--- config.mk ---
export PLATFORM = sky130hd
export DESIGN_NAME = memory_interface_flat
export DESIGN_NICKNAME = d
export VERILOG_FILES = /design/src/rtl/memory_interface_pkg.sv /design/src/rtl/memory_interface_if.sv /design/src/rtl/memory_interface_fsm.sv /design/src/rtl/memory_interface.sv /design/src/flat_wrapper.sv
export SDC_FILE = /design/constraint.sdc
export NUM_CORES = 1
export LEC_CHECK = 0
export ABC_AREA = 1
export BUFFER_PORTS_ARGS = -buffer_cell sky130_fd_sc_hd__buf_2
export CORE_MARGIN = 2
export CORE_UTILIZATION = 48
export DETAILED_ROUTE_END_ITERATION = 8
export GPL_ROUTABILITY_DRIVEN = 0
export PLACE_DENSITY = 0.89
export SETUP_SLACK_MARGIN = 0.1
export SLEW_MARGIN = 20
export SYNTH_ARGS = -nofsm -noshare
export SYNTH_HDL_FRONTEND = slang
export SYNTH_SLANG_ARGS = --single-unit
--- constraint.sdc ---
create_clock -name clk -period 2.6 [get_ports clk]
set_input_delay 0.52 -clock clk [delete_from_list [all_inputs] [get_ports clk]]
set_output_delay 0.52 -clock clk [all_outputs]
set_load 0.02 [all_outputs]
--- src/rtl/memory_interface_pkg.sv ---
// Shared definitions for the memory interface: bus widths and the
// transaction FSM state encoding.
package memory_interface_pkg;

  localparam int ADDR_WIDTH = 9;
  localparam int DATA_WIDTH = 32;

  typedef enum logic [2:0] {
    IDLE,
    RD_ISSUE,
    RD_CAPTURE,
    WR_ISSUE,
    DONE
  } state_t;

endpackage

--- src/rtl/memory_interface_if.sv ---
// Signal bundle between the CPU/RAM side and the memory interface block.
//   slave  : the memory_interface block (takes bus, strobes and RAM read data;
//            drives MDR, status and RAM address/strobes/write data)
//   master : the CPU/RAM environment driving the block
interface memory_interface_if;
  import memory_interface_pkg::*;

  logic [DATA_WIDTH-1:0] bus_in;
  logic                  MAR_in;
  logic                  MDR_in;
  logic                  read_req;
  logic                  write_req;
  logic [DATA_WIDTH-1:0] mdr_q;
  logic                  mem_busy;
  logic                  mem_done;
  logic [ADDR_WIDTH-1:0] ram_address;
  logic                  ram_read;
  logic                  ram_write;
  logic [DATA_WIDTH-1:0] ram_data_out;
  logic [DATA_WIDTH-1:0] ram_data_in;

  modport slave (
    input  bus_in, MAR_in, MDR_in, read_req, write_req, ram_data_in,
    output mdr_q, mem_busy, mem_done, ram_address, ram_read, ram_write,
           ram_data_out
  );

  modport master (
    output bus_in, MAR_in, MDR_in, read_req, write_req, ram_data_in,
    input  mdr_q, mem_busy, mem_done, ram_address, ram_read, ram_write,
           ram_data_out
  );

endinterface

--- src/rtl/memory_interface_fsm.sv ---
// mem_fsm: transaction sequencer for the memory interface.
// Ports: clk, clear (async active-high), read_req/write_req in;
//        state plus Moore strobes ram_read, ram_write, mem_busy, mem_done out.
//
// state      | meaning
// IDLE       | waiting for a request; MAR/MDR loads allowed
// RD_ISSUE   | ram_read asserted, RAM samples address
// RD_CAPTURE | RAM data valid, MDR loads at the ending edge
// WR_ISSUE   | ram_write asserted, RAM commits at the ending edge
// DONE       | mem_done pulse, then back to IDLE
module mem_fsm
  import memory_interface_pkg::*;
(
  input  logic   clk,
  input  logic   clear,
  input  logic   read_req,
  input  logic   write_req,
  output state_t state,
  output logic   ram_read,
  output logic   ram_write,
  output logic   mem_busy,
  output logic   mem_done
);

  state_t state_nxt;

  always_ff @(posedge clk or posedge clear) begin
    if (clear) state <= IDLE;
    else       state <= state_nxt;
  end

  always_comb begin
    state_nxt = state;
    ram_read  = 1'b0;
    ram_write = 1'b0;
    mem_done  = 1'b0;
    mem_busy  = (state != IDLE);
    case (state)
      IDLE: begin
        // write wins when both requests arrive together
        if (write_req)     state_nxt = WR_ISSUE;
        else if (read_req) state_nxt = RD_ISSUE;
      end
      RD_ISSUE: begin
        ram_read  = 1'b1;
        state_nxt = RD_CAPTURE;
      end
      RD_CAPTURE: state_nxt = DONE;
      WR_ISSUE: begin
        ram_write = 1'b1;
        state_nxt = DONE;
      end
      DONE: begin
        mem_done  = 1'b1;
        state_nxt = IDLE;
      end
      default: state_nxt = IDLE;
    endcase
  end

endmodule

--- src/rtl/memory_interface.sv ---
// memory_interface: MAR/MDR register pair plus a single-port RAM sequencer.
// Ports: clk, clear (async active-high), mif (slave modport) carrying the
//        CPU bus, load strobes, requests, MDR/status outputs and RAM side.
module memory_interface
  import memory_interface_pkg::*;
(
  input  logic                clk,
  input  logic                clear,
  memory_interface_if.slave   mif
);

  logic [ADDR_WIDTH-1:0] mar;
  logic [DATA_WIDTH-1:0] mdr;
  state_t                state;

  mem_fsm u_fsm (
    .clk       (clk),
    .clear     (clear),
    .read_req  (mif.read_req),
    .write_req (mif.write_req),
    .state     (state),
    .ram_read  (mif.ram_read),
    .ram_write (mif.ram_write),
    .mem_busy  (mif.mem_busy),
    .mem_done  (mif.mem_done)
  );

  // Loads are gated by IDLE so the address and write data cannot move
  // under an in-flight transaction. A load in the same cycle as a request
  // lands at the edge that leaves IDLE, so the transaction sees it.
  always_ff @(posedge clk or posedge clear) begin
    if (clear) begin
      mar <= '0;
      mdr <= '0;
    end else begin
      if (state == IDLE && mif.MAR_in) mar <= mif.bus_in[ADDR_WIDTH-1:0];
      if (state == RD_CAPTURE)         mdr <= mif.ram_data_in;
      else if (state == IDLE && mif.MDR_in) mdr <= mif.bus_in;
    end
  end

  assign mif.mdr_q        = mdr;
  assign mif.ram_address  = mar;
  assign mif.ram_data_out = mdr;

endmodule

--- src/flat_wrapper.sv ---
// flat-port wrapper written by rule: the top's interface ports become plain ports
module memory_interface_flat import memory_interface_pkg::*;
  (clk, clear, mif_bus_in, mif_MAR_in, mif_MDR_in, mif_read_req, mif_write_req, mif_ram_data_in, mif_mdr_q, mif_mem_busy, mif_mem_done, mif_ram_address, mif_ram_read, mif_ram_write, mif_ram_data_out);
  memory_interface_if mif_i ();
  input  logic clk;
  input  logic clear;
  input wire logic [$bits(mif_i.bus_in)-1:0] mif_bus_in;
  input wire logic [$bits(mif_i.MAR_in)-1:0] mif_MAR_in;
  input wire logic [$bits(mif_i.MDR_in)-1:0] mif_MDR_in;
  input wire logic [$bits(mif_i.read_req)-1:0] mif_read_req;
  input wire logic [$bits(mif_i.write_req)-1:0] mif_write_req;
  input wire logic [$bits(mif_i.ram_data_in)-1:0] mif_ram_data_in;
  output wire logic [$bits(mif_i.mdr_q)-1:0] mif_mdr_q;
  output wire logic [$bits(mif_i.mem_busy)-1:0] mif_mem_busy;
  output wire logic [$bits(mif_i.mem_done)-1:0] mif_mem_done;
  output wire logic [$bits(mif_i.ram_address)-1:0] mif_ram_address;
  output wire logic [$bits(mif_i.ram_read)-1:0] mif_ram_read;
  output wire logic [$bits(mif_i.ram_write)-1:0] mif_ram_write;
  output wire logic [$bits(mif_i.ram_data_out)-1:0] mif_ram_data_out;
  assign mif_i.bus_in = mif_bus_in;
  assign mif_i.MAR_in = mif_MAR_in;
  assign mif_i.MDR_in = mif_MDR_in;
  assign mif_i.read_req = mif_read_req;
  assign mif_i.write_req = mif_write_req;
  assign mif_i.ram_data_in = mif_ram_data_in;
  assign mif_mdr_q = mif_i.mdr_q;
  assign mif_mem_busy = mif_i.mem_busy;
  assign mif_mem_done = mif_i.mem_done;
  assign mif_ram_address = mif_i.ram_address;
  assign mif_ram_read = mif_i.ram_read;
  assign mif_ram_write = mif_i.ram_write;
  assign mif_ram_data_out = mif_i.ram_data_out;
  memory_interface u_core (.clk(clk), .clear(clear), .mif(mif_i));
endmodule
==> results of run 1 <==
==> final cells by class <==
cell class,count,area [um2]
Fill cell,489,1960
Sequential cell,44,1100
Clock buffer,5,68.8
Tap cell,70,87.6
Clock inverter,3,90.1
Inverter,14,52.6
Multi-Input combinational cell,224,1000
Timing Repair Buffer,152,776
==> registers in the layout, summed over array words and instances (netlist names) <==
register / count
u_core.mif.mdr_q: 32
u_core.mif.ram_address: 9
u_core.u_fsm.state: 3
==> placed cells by master (no fill, tap or decap) <==
| cell type | instances |
|---|---|
| buf_2 | 146 |
| nand2_1 | 138 |
| dfrtp_1 | 44 |
| nand4_1 | 32 |
| nand3_1 | 32 |
| inv_1 | 11 |
| o21ai_1 | 9 |
| nor2_1 | 6 |
| buf_4 | 6 |
| clkbuf_8 | 5 |
| inv_2 | 3 |
| nand3_2 | 3 |
| bufinv_16 | 3 |
| nor3_1 | 2 |
| nor2_4 | 1 |
| nand2_2 | 1 |
==> per-stage QoR <==
stage	utilization, %	hold slack [ns]	setup WS (ns)	cells	total power [mW]
2_1_floorplan	-	0.512	0.841	339	3.58
3_3_place_gp	58.8	0.470	0.549	504	3.96
3_5_place_dp	58.8	0.482	0.484	504	4.03
4_1_cts	61.9	0.449	0.331	512	4.75
5_1_grt	61.9	0.454	0.226	512	5.06
6_report	61.9	0.417	0.339	512	4.71
==> cell usage after synthesis (all sizes together) <==
library cell	n
nand3	35
buf	51
nand4	32
inv	14
nand2	139
o21ai	9
dfrtp	44
nor3	2
clkbuf	6
nor2	7
==> where the power goes <==
part,internal (mW),switching [mW]
logic,0.844,1.85
clock network,0.480,0.230
registers,1.03,0.281
==> worst max-delay path, cell delays in order, from the launching register on <==
cell	delay, ns
dfrtp_1	0.80
inv_1	0.13
nor3_1	0.29
buf_2	0.22
==> path summary, 6_finish.rpt <==
kind	startpoint	to	slack, ns	depth (start not counted)
max	u_core.u_fsm.state[1]	mif_ram_write	0.34	3
min	clear	u_core.mif.mdr_q[6]	0.42	2
max reg2reg	u_core.u_fsm.state[1]	u_core.mif.mdr_q[14]	0.48	6
min reg2reg	u_core.mif.ram_address[8]	u_core.mif.ram_address[8]	0.50	2
max in group asynchronous	clear	u_core.mif.mdr_q[23]	1.62	2
min in group clk	mif_read_req	u_core.u_fsm.state[0]	0.46	3
==> cells by family after synthesis <==
family / share of synthesized area (%)
AOI/OAI and AO/OA: 1.76
buffers and inverters: 17.7
DFF: 43.1
and+or+nand+nor: 37.5
==> per-layer routing <==
metal | GRT usage, % | wire, um | up-vias
met5 | 0 | 0 | -
met4 | 5.89 | 61 | 0
met3 | 4.35 | 489 | 9
met2 | 39.7 | 3270 | 113
met1 | 26.6 | 2640 | 1201
li1 | - | - | 1265
==> out/results.ini, run 1 <==
[sta]
hold_viol = 0
post-route-period-util_pct = 87.0
tns_ns = 0
rsz0062_at_grt = no
finalSetupViolCount = 0
tightest_slew_ns = 0.900
fmax_ghz = 0.442
drv_slew = 0
maxSlewHeadroom_pct = 39.9
finClkSkew_ns = 0.00491
min_period_ns = 2.26

[synth]
post_synth_num_cell_types = 16
syn-num-nets = 409
synth_area_mm2 = 0.00256
synth_seq_cells = 44
syn-mean-instance-area_um2 = 7.54
synth_largest_area_cell = dfrtp_1
synthCells = 339
ys_seq_area_share_pct = 43.1
ys_warn_count = 0
yosys.area.top_type_share_pct = 43.1
synthTopCellsByArea = dfrtp_1 (43%), nand2_1 (20%), buf_4 (11%)

[clock_network]
ctsHoldBuffers = 0
post_cts.repair.setup_buffers = 0
cts_sinks = 44
tritoncts = yes
cts_buffers = 5
cts_root_buf = clkbuf_8
ctsResizeCount = 0
clk_latency_ns = 0.29
clk_pin_slew_ns = 0.08
htreeDepth = 2
clk_path_buf_depth = 2

[pwr]
power_density_mw_per_mm2 = 1480
p_leak_nw = 1.94
peakVddDrop_uv = 592

[floorplan]
die_area_mm2 = 0.00593
initial_core_util_pct = 49.8
io_pins = 147
die_y_um = 77.0
die_w_um = 77.0
fp-row-count = 26
core-area_mm2 = 0.00514

[layout]
diodes = 0
design_area_mm2 = 0.00318
nets = 511
syn2layout_area_growth_pct = 24.3
drive_above_1_share_pct = 38.0

[setup_path]
worstPathArrival_ns = 1.74
crit_type = flop to output port
critPathMaxFanout = 20
required_ns = 2.08
cp-end-kind = output port
critPathLaunchType = flop

[detailed_routing]
ant_nets = 0
route.detailed.drc = 0
drtIter0Drc = 171
drt-wirelength-per-cell_um = 12.6
drt-pass1-iter-count = 4
num_vias = 2588
routed_wl_um = 6460
vias_per_cell = 5.05

[global_routing]
grt_max_degree = 45
grt_pass1_wl_um = 10500
grt.overflow.total = 0
antenna_found_initial = 0
grt.total_usage_pct = 22.0
grt_pass1_vias = 2365

[hold_path]
hp-class = input port to async pin

[run]
max-cap-violations = 0

[place]
dpl.hpwl_um = 4710
port_buffers = 146
dpl_cell_area_mm2 = 0.00302

[status]
status = finished, final reports clean

No activity file was read; power rests on OpenSTA's default activity.
==> run 2, diff against run 1 <==
--- a/config.mk
+++ b/config.mk
@@ -16,4 +16,5 @@
 export SLEW_MARGIN = 20
 export SYNTH_ARGS = -nofsm -noshare
 export SYNTH_HDL_FRONTEND = slang
+export SYNTH_HIERARCHICAL = 1
 export SYNTH_SLANG_ARGS = --single-unit
==> run 2 against run 1 <==
Against the previous run: sequential cell count unchanged; critical endpoint is now mif_ram_read; power decreased by 5.2%; die area increased by 3.7%.
==> out/results.ini, run 2 <==
[layout]
sequential_cell_area_mm2 = 0.00110  ; unchanged
multi_input_area_mm2 = 0.00108  ; +7.2%
largest_reg_flops = 32  ; unchanged
syn2layout_area_growth_pct = 19.7
nets = 514  ; +0.59%
fillers = 542  ; +11%
final_common_cell = buf_2
drive_above_1_share_pct = 40.1  ; +2.1 points
diodes = 0  ; unchanged
mostFrequentLayoutCells = buf_2 (146), nand2_1 (138), dfrtp_1 (44)

[synth]
yosysMostFrequentCell = nand2_1
synth-edff-count = 0  ; unchanged
synthArstFlopShare_pct = 100  ; unchanged
synth_area_mm2 = 0.00266  ; +3.9%
synth_seq_cells = 44  ; unchanged
synthCells = 342  ; +0.88%
ys_warn_count = 6  ; +6
post_synth_num_cell_types = 21  ; +5
synthTopCellsByArea = dfrtp_1 (41%), nand2_1 (20%), buf_4 (10%)
yosys.area.top_type_share_pct = 41.5  ; -1.6 points
synth_largest_area_cell = dfrtp_1
syn-mean-instance-area_um2 = 7.77  ; +3.0%
synth_ff_type = dfrtp_1
synthTopCellsByCount = nand2_1 (138), dfrtp_1 (44), buf_4 (36), nand3_1 (34), nand4_1 (32)
ys_seq_area_share_pct = 41.5  ; -1.6 points
syn-num-nets = 412  ; +0.73%

[clock_network]
clk_latency_ns = 0.29  ; about the same
cts_buffers = 5  ; unchanged
cts_sinks = 44  ; unchanged
cts_root_buf = clkbuf_8
post_cts.repair.setup_buffers = 0  ; unchanged
ctsResizeCount = 0  ; unchanged
tritoncts = yes
htreeDepth = 2  ; unchanged
clk_pin_slew_ns = 0.08  ; about the same
clk_path_buf_depth = 2  ; unchanged
ctsHoldBuffers = 0  ; unchanged

[floorplan]
die_w_um = 78.4  ; +1.8%
die_area_mm2 = 0.00614  ; +3.7%
io_pins = 147  ; unchanged
fp-row-count = 27  ; +3.8%
initial_core_util_pct = 48.8  ; -0.92 points
core-area_mm2 = 0.00544  ; +5.8%
die_y_um = 78.4  ; +1.8%

[sta]
hold_viol = 0  ; unchanged
fmax_ghz = 0.526  ; +19%
tns_ns = 0  ; unchanged
min_period_ns = 1.90  ; -0.358 ns
finalSetupViolCount = 0  ; unchanged
finClkSkew_ns = 0.00474  ; -0.000169 ns
drv_slew = 0  ; unchanged
maxSlewHeadroom_pct = 42.5  ; +2.5 points
post-route-period-util_pct = 73.2  ; -14 points
tightest_slew_ns = 0.862  ; -0.0381 ns
setup_slack_ns = 0.697  ; +0.358 ns
rsz0062_at_grt = no

[global_routing]
grt_pass1_wl_um = 10600  ; +0.66%
grt_max_degree = 42  ; -6.7%
grt_pass1_vias = 2247  ; -5.0%
antenna_found_initial = 0  ; unchanged
grt.total_usage_pct = 21.6  ; -0.35 points
grt_most_used_layer = met2
grt_util_met2_pct = 36.4  ; -3.4 points
grt.overflow.total = 0  ; unchanged
grt.met1_usage_pct = 28.2  ; +1.6 points
met3_usage_pct = 4.37  ; +0.015 points

[detailed_routing]
routed_wl_um = 6700  ; +3.6%
ant_nets = 0  ; unchanged
drtIter0Drc = 205  ; +20%
vias_per_cell = 5.06  ; +0.11%
route.detailed.drc = 0  ; unchanged
num_vias = 2611  ; +0.89%
drt-wirelength-per-cell_um = 13.0  ; +2.8%
drt-pass1-iter-count = 4  ; unchanged

[place]
port_buffers = 146  ; unchanged
dpl.hpwl_um = 4860  ; +3.1%
post-place-ws_ns = 0.746  ; +0.263 ns

[status]
status = finished, final reports clean

[setup_path]
cp-end-kind = output port
required_ns = 2.08  ; about the same
worstPathArrival_ns = 1.38  ; -0.36 ns
crit_type = flop to output port
critPathLaunchType = flop
critPathMaxFanout = 23  ; +15%

[pwr]
p_leak_nw = 1.94  ; -0.28%
power_density_mw_per_mm2 = 1400  ; -5.2%
peakVddDrop_uv = 821  ; +39%

[run]
max-cap-violations = 0  ; unchanged

[hold_path]
hp-class = input port to async pin

-- run 2: worst paths after layout --
path,from,endpoint,slack [ns],cells after the start
max in group asynchronous,clear,u_core/mif.mdr_q[26],1.65,2
max reg2reg,u_core/u_fsm/state[2],u_core/mif.mdr_q[21],0.71,7
max,u_core/u_fsm/state[1],mif_ram_read,0.70,5
min,clear,u_core/u_fsm/state[2],0.10,2
min in group clk,mif_read_req,u_core/u_fsm/state[0],0.46,3
min reg2reg,u_core/mif.ram_address[7],u_core/mif.ram_address[7],0.48,2
-- run 2: area by class of cell --
| type | instances | area share, % |
|---|---|---|
| inverters | 17 | 2.09 |
| clock buffers | 6 | 2.28 |
| well taps | 72 | 2.83 |
| clock inverters | 1 | 0.157 |
| repair buffers | 151 | 24.2 |
| flip-flops and latches | 44 | 34.6 |
| multi-input cells | 225 | 33.8 |
-- run 2: metal layers --
layer	up-vias	share of wire (%)	routed length, um
met2	119	49	3280
li1	1277	-	-
met3	12	7.3	489
met1	1203	42	2820
met5	-	0	0
met4	0	1.6	108
-- run 2: logic make-up (layout without fill, tap and decap cells) --
kind of cell	after synthesis	in the layout	synth area share, %
flip-flops	44	44	41.5
buffers and inverters	73	175	18.0
AO/OA/AOI/OAI	9	9	2.97
AND/OR/NAND/NOR	216	216	37.5
-- run 2: critical path, stage by stage (launching register included) --
cell and delay, ns:
dfrtp_1 0.36, buf_4 0.29, inv_1 0.13, nand3_1 0.12
inv_1 0.04, buf_2 0.15
-- run 2: power breakdown --
part           switching (mW)  leakage, nW  total (mW)  internal [mW]
clock                   0.222       0.0410       0.405          0.183
sequential              0.245        0.547        1.27           1.03
combinational            1.92         1.35        2.79          0.865
-- run 2: through the flow --
stage	area [um2]	util [%]	instances	total power, mW	hold WS [ns]
after floorplan	2660	-	342	3.68	0.274
after global placement	3100	57.0	509	3.99	0.407
after detailed placement	3100	57.0	509	4.08	0.413
after CTS	3180	58.5	516	4.49	0.0918
after global routing	3180	58.5	516	4.83	0.0906
final	3180	58.5	516	4.46	0.101
==> run 3, diff against run 2 <==
--- a/config.mk
+++ b/config.mk
@@ -8,10 +8,10 @@
 export ABC_AREA = 1
 export BUFFER_PORTS_ARGS = -buffer_cell sky130_fd_sc_hd__buf_2
 export CORE_MARGIN = 2
-export CORE_UTILIZATION = 48
+export CORE_UTILIZATION = 45
 export DETAILED_ROUTE_END_ITERATION = 8
 export GPL_ROUTABILITY_DRIVEN = 0
-export PLACE_DENSITY = 0.89
+export PLACE_DENSITY = 0.84
 export SETUP_SLACK_MARGIN = 0.1
 export SLEW_MARGIN = 20
 export SYNTH_ARGS = -nofsm -noshare
==> constraint.sdc (replaced) <==
create_clock -name clk -period 1.9 [get_ports clk]
set_input_delay 0.38 -clock clk [delete_from_list [all_inputs] [get_ports clk]]
set_output_delay 0.38 -clock clk [all_outputs]
set_load 0.02 [all_outputs]
==> run 3 against run 2 <==
Against the previous run: register-to-register slack worse by 0.33 ns; global-route usage shrank 0.11 points; largest cell class unchanged; via count rose by 0.31%; routed wire length is 3.4% higher; final area grew 2.2%.
==> out/results.ini, run 3 (synthesized netlist as in run 2, its figures left out) <==
[global_routing]
grt_max_degree = 36  ; -14%
antenna_found_initial = 0  ; unchanged
grt.overflow.total = 0  ; unchanged
grt_pass1_wl_um = 11000  ; +3.5%
grt_util_met2_pct = 35.8  ; -0.59 points
grt_most_used_layer = met2
grt.total_usage_pct = 21.5  ; -0.11 points
met3_usage_pct = 4.89  ; +0.52 points
grt_pass1_vias = 2347  ; +4.5%
grt.met1_usage_pct = 27.5  ; -0.71 points

[setup_path]
crit_type = flop to output port
critPathMaxFanout = 7  ; -70%
cp-end-kind = output port
reg2reg_to = u_core/mif.ram_address[5]
slowest_stage = dfrtp_2
path_cells = inv_1 > nand3_1 > inv_1 > buf_2
critPathLaunchType = flop
worstRegToRegCells = 5  ; -2
required_ns = 1.52  ; -0.56 ns
cpPeakStageDelay_ns = 0.48  ; +0.12 ns
crit_family = flip-flops
crit_top_cell = inv_1
reg2reg_slack_ns = 0.38  ; -0.33 ns
worstPathArrival_ns = 1.25  ; -0.13 ns
worstReg2RegStart = u_core/u_fsm/state[2]
critPathBufInv = 3  ; -1

[floorplan]
io_pins = 147  ; unchanged
core-area_mm2 = 0.00561  ; +3.1%
die_w_um = 80.8  ; +3.1%
die_y_um = 80.8  ; +3.1%
fp-row-count = 27  ; unchanged
die_area_mm2 = 0.00653  ; +6.3%
initial_core_util_pct = 47.4  ; -1.5 points

[status]
status = finished, final reports clean

[pwr]
power_density_mw_per_mm2 = 1940  ; +39%
peakVddDrop_uv = 1310  ; +60%
total_power_mw = 6.32  ; +42%
p_leak_nw = 1.97  ; +1.8%

[clock_network]
clk_path_buf_depth = 2  ; unchanged
tritoncts = yes
htreeDepth = 2  ; unchanged
cts_sinks = 44  ; unchanged
clk_latency_ns = 0.29  ; about the same
clk_pin_slew_ns = 0.08  ; about the same
cts_buffers = 5  ; unchanged
cts_root_buf = clkbuf_8
post_cts.repair.setup_buffers = 0  ; unchanged

[detailed_routing]
routed_wl_um = 6930  ; +3.4%
route.detailed.drc = 0  ; unchanged
num_vias = 2619  ; +0.31%
drt-pass1-iter-count = 4  ; unchanged
vias_per_cell = 5.02  ; -0.85%
drt-wirelength-per-cell_um = 13.3  ; +2.2%
drtIter0Drc = 184  ; -10%
ant_nets = 0  ; unchanged

[run]
max-cap-violations = 0  ; unchanged

[sta]
maxSlewHeadroom_pct = 61.0  ; +19 points
finClkSkew_ns = 0.00608  ; +0.00134 ns
rsz0062_at_grt = no
hold_viol = 0  ; unchanged
drv_slew = 0  ; unchanged
fmax_ghz = 0.613
tns_ns = 0  ; unchanged
finalSetupViolCount = 0  ; unchanged
post-route-period-util_pct = 85.8
min_period_ns = 1.63
tightest_slew_ns = 0.584  ; -0.278 ns

[layout]
final_common_cell = buf_2
largest_reg_flops = 32  ; unchanged
syn2layout_area_growth_pct = 22.4
mostFrequentLayoutCells = buf_2 (146), nand2_1 (138), dfrtp_1 (43)
diodes = 0  ; unchanged
nets = 519  ; +0.97%
drive_above_1_share_pct = 40.9  ; +0.80 points
fin_cells = 522  ; +1.2%
final_util_pct = 58.0  ; -0.49 points

[place]
dp_cells = 513  ; +0.79%
dpl.hpwl_um = 5170  ; +6.3%
port_buffers = 146  ; unchanged

[hold_path]
hp-class = input port to flop
min_delay_path_depth = 3
min_to = u_core/u_fsm/state[0]
min_from = mif_read_req

==> run 3: changes by cell type in the layout (fill, tap and decap cells not counted) <==
cell           change
buf_4              +4
bufinv_16          +1
dfrtp_1            -1
dfrtp_2            +1
dlygate4sd3_1      +1
==> run 3: power by group <==
group          switching (mW)  total [mW]  internal, mW
Combinational            2.63        3.84          1.21
Clock                   0.311       0.701         0.390
Sequential              0.369        1.77          1.41
==> run 3: worst max path at each step <==
stage,to,slack [ns],cells after the start,start
after floorplan,mif_mem_done,0.54,2,u_core/u_fsm/state[2]
after global placement,u_core/mif.mdr_q[1],0.45,5,u_core/u_fsm/state[1]
after detailed placement,u_core/mif.mdr_q[27],0.37,5,u_core/u_fsm/state[1]
after CTS,mif_ram_read,0.21,4,u_core/u_fsm/state[1]
after global routing,mif_ram_read,0.15,4,u_core/u_fsm/state[1]
final,mif_ram_read,0.27,4,u_core/u_fsm/state[1]
==> run 3: cell type report <==
cell class | instances | area [um2]
Timing Repair Buffer | 156 | 808
Clock inverter | 2 | 35.0
Clock buffer | 6 | 72.6
Tap cell | 72 | 90.1
Sequential cell | 44 | 1100
Multi-Input combinational cell | 225 | 1080
Inverter | 17 | 66.3
Fill cell | 558 | 2360
==> run 3: tightest hold or removal path, cell delays in order <==
cell and delay [ns]:
buf_2 0.08, nor2_1 0.04, nor2_2 0.08
==> run 3: what timing repair did <==
item | 4_1_cts | 5_1_grt
resized for setup | 0 | 1
endpoints found under the hold margin | 3 | 0
hold buffers | 1 | 0
endpoints found under the setup margin | 0 | 1
==> run 3: routing by layer <==
layer / vias to the layer above / part of all wire (%) / routed length (um)
met3: 18 / 7.5 / 516
li1: 1287 / - / -
met4: 0 / 2.5 / 175
met2: 121 / 48 / 3310
met1: 1193 / 42 / 2920
met5: - / 0 / 0
==> run 3: through the flow <==
stage / area, um2 / worst slack [ns] / hold WS (ns)
6_report: 3250 / 0.270 / 0.313
2_1_floorplan: 2660 / 0.535 / 0.134
3_3_place_gp: 3130 / 0.452 / 0.265
3_5_place_dp: 3130 / 0.368 / 0.273
5_1_grt: 3250 / 0.150 / 0.309
4_1_cts: 3250 / 0.212 / 0.308
